### src/rtl/alu_pkg.sv
// Shared opcode encodings and flag-vector layout for the pipelined ALU.
// Build option ALU_PIPE_SHIFT_EN (see alu_core) enables SHL/SHR.
package alu_pkg;

    localparam int unsigned OP_W = 3;

    localparam logic [OP_W-1:0] OP_ADD = 3'b000;
    localparam logic [OP_W-1:0] OP_SUB = 3'b001;
    localparam logic [OP_W-1:0] OP_AND = 3'b010;
    localparam logic [OP_W-1:0] OP_OR  = 3'b011;
    localparam logic [OP_W-1:0] OP_XOR = 3'b100;
    localparam logic [OP_W-1:0] OP_ADC = 3'b101;
    localparam logic [OP_W-1:0] OP_SHL = 3'b110;
    localparam logic [OP_W-1:0] OP_SHR = 3'b111;

    localparam int unsigned FLAG_C = 0;
    localparam int unsigned FLAG_Z = 1;
    localparam int unsigned FLAG_N = 2;
    localparam int unsigned FLAG_V = 3;
    localparam int unsigned FLAG_E = 4;
    localparam int unsigned FLAG_W = 5;

endpackage

### src/rtl/alu_core.sv
// Combinational ALU datapath: result and C/Z/N/V/ERR flags from a, b, op, carry-in.
// ALU_PIPE_SHIFT_EN defined: SHL/SHR active; undefined: they report err with a zero result.
module alu_core
    import alu_pkg::*;
#(
    parameter int unsigned WIDTH = 8
) (
    input  logic [WIDTH-1:0]  a_i,
    input  logic [WIDTH-1:0]  b_i,
    input  logic [OP_W-1:0]   op_i,
    input  logic              carry_i,
    output logic [WIDTH-1:0]  result_o,
    output logic [FLAG_W-1:0] flags_o
);

`ifdef ALU_PIPE_SHIFT_EN
    localparam int unsigned SHW = $clog2(WIDTH);
`endif

    logic [WIDTH-1:0] res;
    logic             c;
    logic             v;
    logic             err;

    always_comb begin
        res = '0;
        c   = 1'b0;
        v   = 1'b0;
        err = 1'b0;
        case (op_i)
            OP_ADD: begin
                {c, res} = {1'b0, a_i} + {1'b0, b_i};
                v = (a_i[WIDTH-1] == b_i[WIDTH-1]) && (res[WIDTH-1] != a_i[WIDTH-1]);
            end
            OP_SUB: begin
                // Top bit of the widened difference is the unsigned borrow.
                {c, res} = {1'b0, a_i} - {1'b0, b_i};
                v = (a_i[WIDTH-1] != b_i[WIDTH-1]) && (res[WIDTH-1] != a_i[WIDTH-1]);
            end
            OP_AND: res = a_i & b_i;
            OP_OR:  res = a_i | b_i;
            OP_XOR: res = a_i ^ b_i;
            OP_ADC: begin
                {c, res} = {1'b0, a_i} + {1'b0, b_i} + {{WIDTH{1'b0}}, carry_i};
                v = (a_i[WIDTH-1] == b_i[WIDTH-1]) && (res[WIDTH-1] != a_i[WIDTH-1]);
            end
`ifdef ALU_PIPE_SHIFT_EN
            // The extra bit beyond the result catches the last bit shifted out.
            OP_SHL: {c, res} = {1'b0, a_i} << b_i[SHW-1:0];
            OP_SHR: {res, c} = {a_i, 1'b0} >> b_i[SHW-1:0];
`else
            OP_SHL: err = 1'b1;
            OP_SHR: err = 1'b1;
`endif
            default: err = 1'b1;
        endcase
    end

    always_comb begin
        flags_o         = '0;
        flags_o[FLAG_C] = c;
        flags_o[FLAG_Z] = (res == '0);
        flags_o[FLAG_N] = res[WIDTH-1];
        flags_o[FLAG_V] = v;
        flags_o[FLAG_E] = err;
    end

    assign result_o = res;

endmodule

### src/rtl/alu_pipe.sv
// Two-stage valid/ready ALU pipeline with registered result/flags and a persistent carry flag.
// Shift ops depend on ALU_PIPE_SHIFT_EN (handled inside alu_core).
module alu_pipe
    import alu_pkg::*;
#(
    parameter int unsigned WIDTH = 8
) (
    input  logic             clk,
    input  logic             rst,
    input  logic             in_valid,
    output logic             in_ready,
    input  logic [WIDTH-1:0] in_a,
    input  logic [WIDTH-1:0] in_b,
    input  logic [OP_W-1:0]  in_op,
    input  logic             flag_clr,
    output logic             out_valid,
    input  logic             out_ready,
    output logic [WIDTH-1:0] out_result,
    output logic             out_carry,
    output logic             out_zero,
    output logic             out_neg,
    output logic             out_ovf,
    output logic             out_err
);

    logic              s1_valid_q, s1_valid_d;
    logic [WIDTH-1:0]  s1_a_q, s1_a_d;
    logic [WIDTH-1:0]  s1_b_q, s1_b_d;
    logic [OP_W-1:0]   s1_op_q, s1_op_d;
    logic              out_valid_q, out_valid_d;
    logic [WIDTH-1:0]  res_q, res_d;
    logic [FLAG_W-1:0] flags_q, flags_d;
    logic              carry_q, carry_d;

    logic              accept;
    logic              s1_advance;
    logic [WIDTH-1:0]  core_res;
    logic [FLAG_W-1:0] core_flags;

    assign s1_advance = s1_valid_q && (!out_valid_q || out_ready);
    assign in_ready   = !s1_valid_q || s1_advance;
    assign accept     = in_valid && in_ready;

    alu_core #(
        .WIDTH(WIDTH)
    ) u_core (
        .a_i      (s1_a_q),
        .b_i      (s1_b_q),
        .op_i     (s1_op_q),
        .carry_i  (carry_q),
        .result_o (core_res),
        .flags_o  (core_flags)
    );

    always_comb begin
        s1_valid_d  = s1_valid_q;
        s1_a_d      = s1_a_q;
        s1_b_d      = s1_b_q;
        s1_op_d     = s1_op_q;
        out_valid_d = out_valid_q;
        res_d       = res_q;
        flags_d     = flags_q;
        carry_d     = carry_q;

        if (accept) begin
            s1_valid_d = 1'b1;
            s1_a_d     = in_a;
            s1_b_d     = in_b;
            s1_op_d    = in_op;
        end else if (s1_advance) begin
            s1_valid_d = 1'b0;
        end

        // Carry follows stage-2 load order, so an ADC in stage 1 always sees its predecessor.
        if (s1_advance) begin
            out_valid_d = 1'b1;
            res_d       = core_res;
            flags_d     = core_flags;
            carry_d     = core_flags[FLAG_C];
        end else if (out_ready) begin
            out_valid_d = 1'b0;
        end

        if (flag_clr) begin
            carry_d = 1'b0;
        end
    end

    always_ff @(posedge clk or posedge rst) begin
        if (rst) begin
            s1_valid_q  <= 1'b0;
            s1_a_q      <= '0;
            s1_b_q      <= '0;
            s1_op_q     <= '0;
            out_valid_q <= 1'b0;
            res_q       <= '0;
            flags_q     <= '0;
            carry_q     <= 1'b0;
        end else begin
            s1_valid_q  <= s1_valid_d;
            s1_a_q      <= s1_a_d;
            s1_b_q      <= s1_b_d;
            s1_op_q     <= s1_op_d;
            out_valid_q <= out_valid_d;
            res_q       <= res_d;
            flags_q     <= flags_d;
            carry_q     <= carry_d;
        end
    end

    assign out_valid  = out_valid_q;
    assign out_result = res_q;
    assign out_carry  = flags_q[FLAG_C];
    assign out_zero   = flags_q[FLAG_Z];
    assign out_neg    = flags_q[FLAG_N];
    assign out_ovf    = flags_q[FLAG_V];
    assign out_err    = flags_q[FLAG_E];

endmodule

### config.mk
export PLATFORM = sky130hd
export DESIGN_NAME = alu_pipe
export DESIGN_NICKNAME = d
export VERILOG_FILES = /design/src/rtl/alu_pkg.sv /design/src/rtl/alu_core.sv /design/src/rtl/alu_pipe.sv
export SDC_FILE = /design/constraint.sdc
export NUM_CORES = 1
export LEC_CHECK = 0
export CAP_MARGIN = 25
export CORE_UTILIZATION = 52
export CTS_BUF_LIST = sky130_fd_sc_hd__clkbuf_2 sky130_fd_sc_hd__clkbuf_4 sky130_fd_sc_hd__clkbuf_8
export DETAILED_ROUTE_END_ITERATION = 8
export GPL_ROUTABILITY_DRIVEN = 0
export PLACE_DENSITY = 0.84
export SYNTH_ARGS = -nofsm -noshare
export SYNTH_HDL_FRONTEND = slang
export SYNTH_SLANG_ARGS = --single-unit
### constraint.sdc
create_clock -name clk -period 2.9 [get_ports clk]
set_clock_uncertainty 0.1 [all_clocks]
set_input_delay 0.435 -clock clk [delete_from_list [all_inputs] [get_ports clk]]
set_output_delay 0.435 -clock clk [all_outputs]
set_load 0.02 [all_outputs]
==> flow_metrics.py <==
metrics = {
    "synth": {
        "synth_top_flop_cell": "sky130_fd_sc_hd__dfrtp_1",
        "syn_area_per_cell_um2": 9.22,
        "ys_async_sr_fraction": 1.00,
        "synth-warning-count": 0,
        "synth_nets": 357,
        "number_of_flops_mapped_to_enable_cells_by_yosys": 0,
        "yosys.cell_count.top_type": "sky130_fd_sc_hd__dfrtp_1",
        "seq_area_frac_synth": 0.303,
        "synth_top_cells_by_area": "sky130_fd_sc_hd__dfrtp_1 30%, sky130_fd_sc_hd__ha_1 12%, sky130_fd_sc_hd__mux2_2 10%, sky130_fd_sc_hd__inv_1 3.6%, sky130_fd_sc_hd__nor2_1 3.3%",
        "leading_cell_types_by_count_after_synthesis": "34 x sky130_fd_sc_hd__dfrtp_1, 27 x sky130_fd_sc_hd__inv_1, 26 x sky130_fd_sc_hd__ha_1",
        "netlist.top_cell.by_area": "sky130_fd_sc_hd__dfrtp_1",
        "netlist_area_um2": 2810,
        "number_of_distinct_library_cells_after_synthesis": 58,
        "synthDominantCellAreaShare": 0.303,
        "synth-seq-cells": 34,
        "synth_cells": 305,
    },
    "status": {
        "violated_checks": "negative setup slack",
        "status": "finished, violations left",
    },
    "clock_network": {
        "clock_pin_slew_worst_setup_and_hold_paths_ns": 0.08,
        "cts-root-buf": "sky130_fd_sc_hd__clkbuf_8",
        "cts-buffers-inserted": 5,
        "cts_hold_buf": 0,
        "clk_path_buf_depth": 2,
        "h-tree-depth": 2,
        "clkSinkCount": 34,
        "cts_tree": "built",
        "clk-insertion-delay-late_ns": 0.30,
    },
    "die": {
        "num_rows": 26,
        "pin_count": 39,
        "initial_standard_cell_utilization_of_the_core": 0.544,
        "die_outline_area_um2": 5700,
        "fp.dieH_um": 75.5,
        "placeableCoreArea_um2": 5170,
        "die-width_um": 75.5,
    },
    "placed_design": {
        "detailed_place_hpwl_um": 4960,
        "port_buffers": 38,
        "dpl_cell_area_um2": 3410,
        "placement.setup.worst_slack_ns": -0.134,
    },
    "setup_path": {
        "cp-startpoint": "s1_b_q[0]",
        "rrSetupSlack_ns": -0.10,
        "worstPathArrival_ns": 3.14,
        "cp-start-kind": "flip-flop",
        "crit_path_max_incr_delay_ns": 0.58,
        "critical-path-slowest-cell": "sky130_fd_sc_hd__fa_2",
        "reg2reg_to": "flags_q[1]",
        "cp_cell_sequence": "ha_2 > fa_2 > ha_4 > nand2_1 > o22ai_2 > a22oi_2 > xor2_1 > o22ai_2 > or4b_1 > nor3_1 > a32o_1",
        "worstSetupPathDepth": 11,
        "cp_max_fo": 3,
        "endpoint_kind": "flip-flop",
        "worst_r2r_startpoint": "s1_b_q[0]",
        "rr_worst_depth": 11,
        "worst_setup_path_endpoint": "flags_q[1]",
        "worst-setup-path-type": "reg2reg",
        "crit_required_ns": 3.03,
        "crit_family": "adder cells",
        "crit_path_frequent_cell": "sky130_fd_sc_hd__o22ai_2",
        "worst-path-buf-inv": 0,
    },
    "sta": {
        "setup_viol_count_final": 2,
        "timing.slew.headroom": 0.644,
        "min_period_over_period": 1.04,
        "maxSlewViolCount": 0,
        "final.min_clock_period_ns": 3.00,
        "rsz_0062_raised_after_global_routing": "true",
        "postLayoutSetupSlackWorst_ns": -0.103,
        "timing.fmax_ghz": 0.333,
        "pin_slew_with_the_least_headroom_to_its_limit_ns": 0.533,
        "finalHoldViolCount": 0,
    },
    "drt": {
        "dr_total_vias": 2596,
        "routed_via_density": 5.87,
        "drc": 0,
        "totalWireLength_um": 7040,
        "drt_first_pass_iters": 5,
        "drt_first_iter_violations": 259,
        "detail_route.wl_per_cell_um": 15.9,
        "antenna_left": 0,
    },
    "finish": {
        "register_area_um2": 853,
        "final_core_util": 0.710,
        "post_route_cells_drive_above_1_share": 0.282,
        "final_area_um2": 3670,
        "filler_cell_count": 375,
        "antenna_cells": 0,
        "nNetsFinal": 423,
        "multiInputGateArea_um2": 1850,
        "syn2layout_area_growth_pct": 30.6,
    },
    "power_and_ir_drop": {
        "p_leak_nw": 1.63,
        "total_power_per_unit_cell_area_nw_per_um2": 713,
        "vdd.ir_drop.worst_mv": 0.400,
    },
    "grt": {
        "grt_pass1_vias": 2384,
        "grt_antenna_before_repair": 0,
        "grt_usage": 0.261,
        "grt_max_degree": 35,
        "grt_overflow": 0,
        "grt_first_pass_wirelength_um": 11200,
    },
    "flow_run": {
        "max-cap-violations": 0,
    },
    "min_path": {
        "holdPathStages": 2,
        "min-delay-path-class": "reg2reg",
    },
}
-- flip-flops by register name (all words and copies together), names as in the netlist --
name	cells
s1_a_q	8
s1_b_q	8
out_result	7
flags_q	5
s1_op_q	3
carry_q	1
out_valid	1
s1_valid_q	1
-- area by class of cell --
class,instances,share of cell area
sequential,34,0.232
multi-input combinational,227,0.504
tap,70,0.0239
clock inverter,3,0.0123
clock buffer,5,0.0187
inverter,27,0.0276
timing repair buffer,76,0.181
-- what timing repair did --
item,in CTS,in global routing
setup endpoints to repair,4,7
setup buffers,2,2
gates resized for setup,10,17
pin swaps,10,10
-- cell families (layout without fill, tap and decap cells) --
logic type / Yosys count / in the layout / synth area share
DFF: 34 / 34 / 0.303
and+or+nand+nor: 90 / 90 / 0.166
adders and majority gates: 28 / 28 / 0.130
xor gates and xnor gates: 12 / 12 / 0.0423
buffers and inverters: 44 / 111 / 0.0828
muxes: 30 / 30 / 0.118
AOI/OAI and AO/OA: 67 / 67 / 0.158
-- worst min-delay path, delay by kind of cell, from the launching register on --
| kind | cells | cell delay (ns) |
|---|---|---|
| DFF | 1 | 0.35 |
| AOI/OAI and AO/OA | 1 | 0.06 |
| and+or+nand+nor | 1 | 0.05 |
-- per-stage QoR --
| stage | setup TNS, ns | power, mW | instances | hold slack, ns |
|---|---|---|---|---|
| finish | -0.130 | 2.62 | 442 | 0.396 |
| global route | -0.437 | 2.77 | 442 | 0.425 |
| CTS | -0.0811 | 2.51 | 440 | 0.404 |
| detailed placement | -0.302 | 2.00 | 430 | 0.385 |
| global placement | -0.0925 | 1.95 | 430 | 0.363 |
| floorplan | 0 | 1.52 | 305 | 0.383 |
-- power breakdown --
part           leakage (nW)  internal [mW]  switching (mW)  total, mW
logic                  1.17          0.737           0.757       1.49
registers             0.407          0.576          0.0917      0.667
clock network        0.0504          0.256           0.200      0.455
-- layer usage --
metal / vias up / wire length, µm / track usage
li1: 1199 / - / -
met4: 0 / 212 / 0.0802
met1: 1242 / 2910 / 0.338
met2: 132 / 3460 / 0.446
met3: 23 / 455 / 0.0437
met5: - / 0 / 0
-- layout by cell type, fill, tap and decap left out, types with 5 or more instances in the layout --
| master | netlist | final |
|---|---|---|
| sky130_fd_sc_hd__nand2b_1 | 7 | 7 |
| sky130_fd_sc_hd__clkbuf_8 | 3 | 5 |
| sky130_fd_sc_hd__xor2_1 | 7 | 5 |
| sky130_fd_sc_hd__nor2_1 | 25 | 24 |
| sky130_fd_sc_hd__mux2i_1 | 5 | 5 |
| sky130_fd_sc_hd__nand2_1 | 19 | 19 |
| sky130_fd_sc_hd__buf_4 | 2 | 38 |
| sky130_fd_sc_hd__inv_1 | 27 | 27 |
| sky130_fd_sc_hd__mux2_2 | 25 | 25 |
| sky130_fd_sc_hd__clkdlybuf4s50_1 | 0 | 38 |
| sky130_fd_sc_hd__nor3_1 | 8 | 8 |
| sky130_fd_sc_hd__ha_1 | 26 | 22 |
| sky130_fd_sc_hd__dfrtp_1 | 34 | 32 |
| sky130_fd_sc_hd__a21oi_1 | 14 | 13 |
| sky130_fd_sc_hd__o21ai_0 | 16 | 13 |
-- worst min path at each step --
stage,startpoint,endpoint,slack (ns)
after detailed placement,flags_q[0],flags_q[0],0.39
after global placement,flags_q[4],flags_q[4],0.36
after global routing,out_result[0],out_result[0],0.43
final,flags_q[4],flags_q[4],0.40
after floorplan,carry_q,carry_q,0.38
after CTS,flags_q[0],flags_q[0],0.40
(Power assumes the default switching activity.)
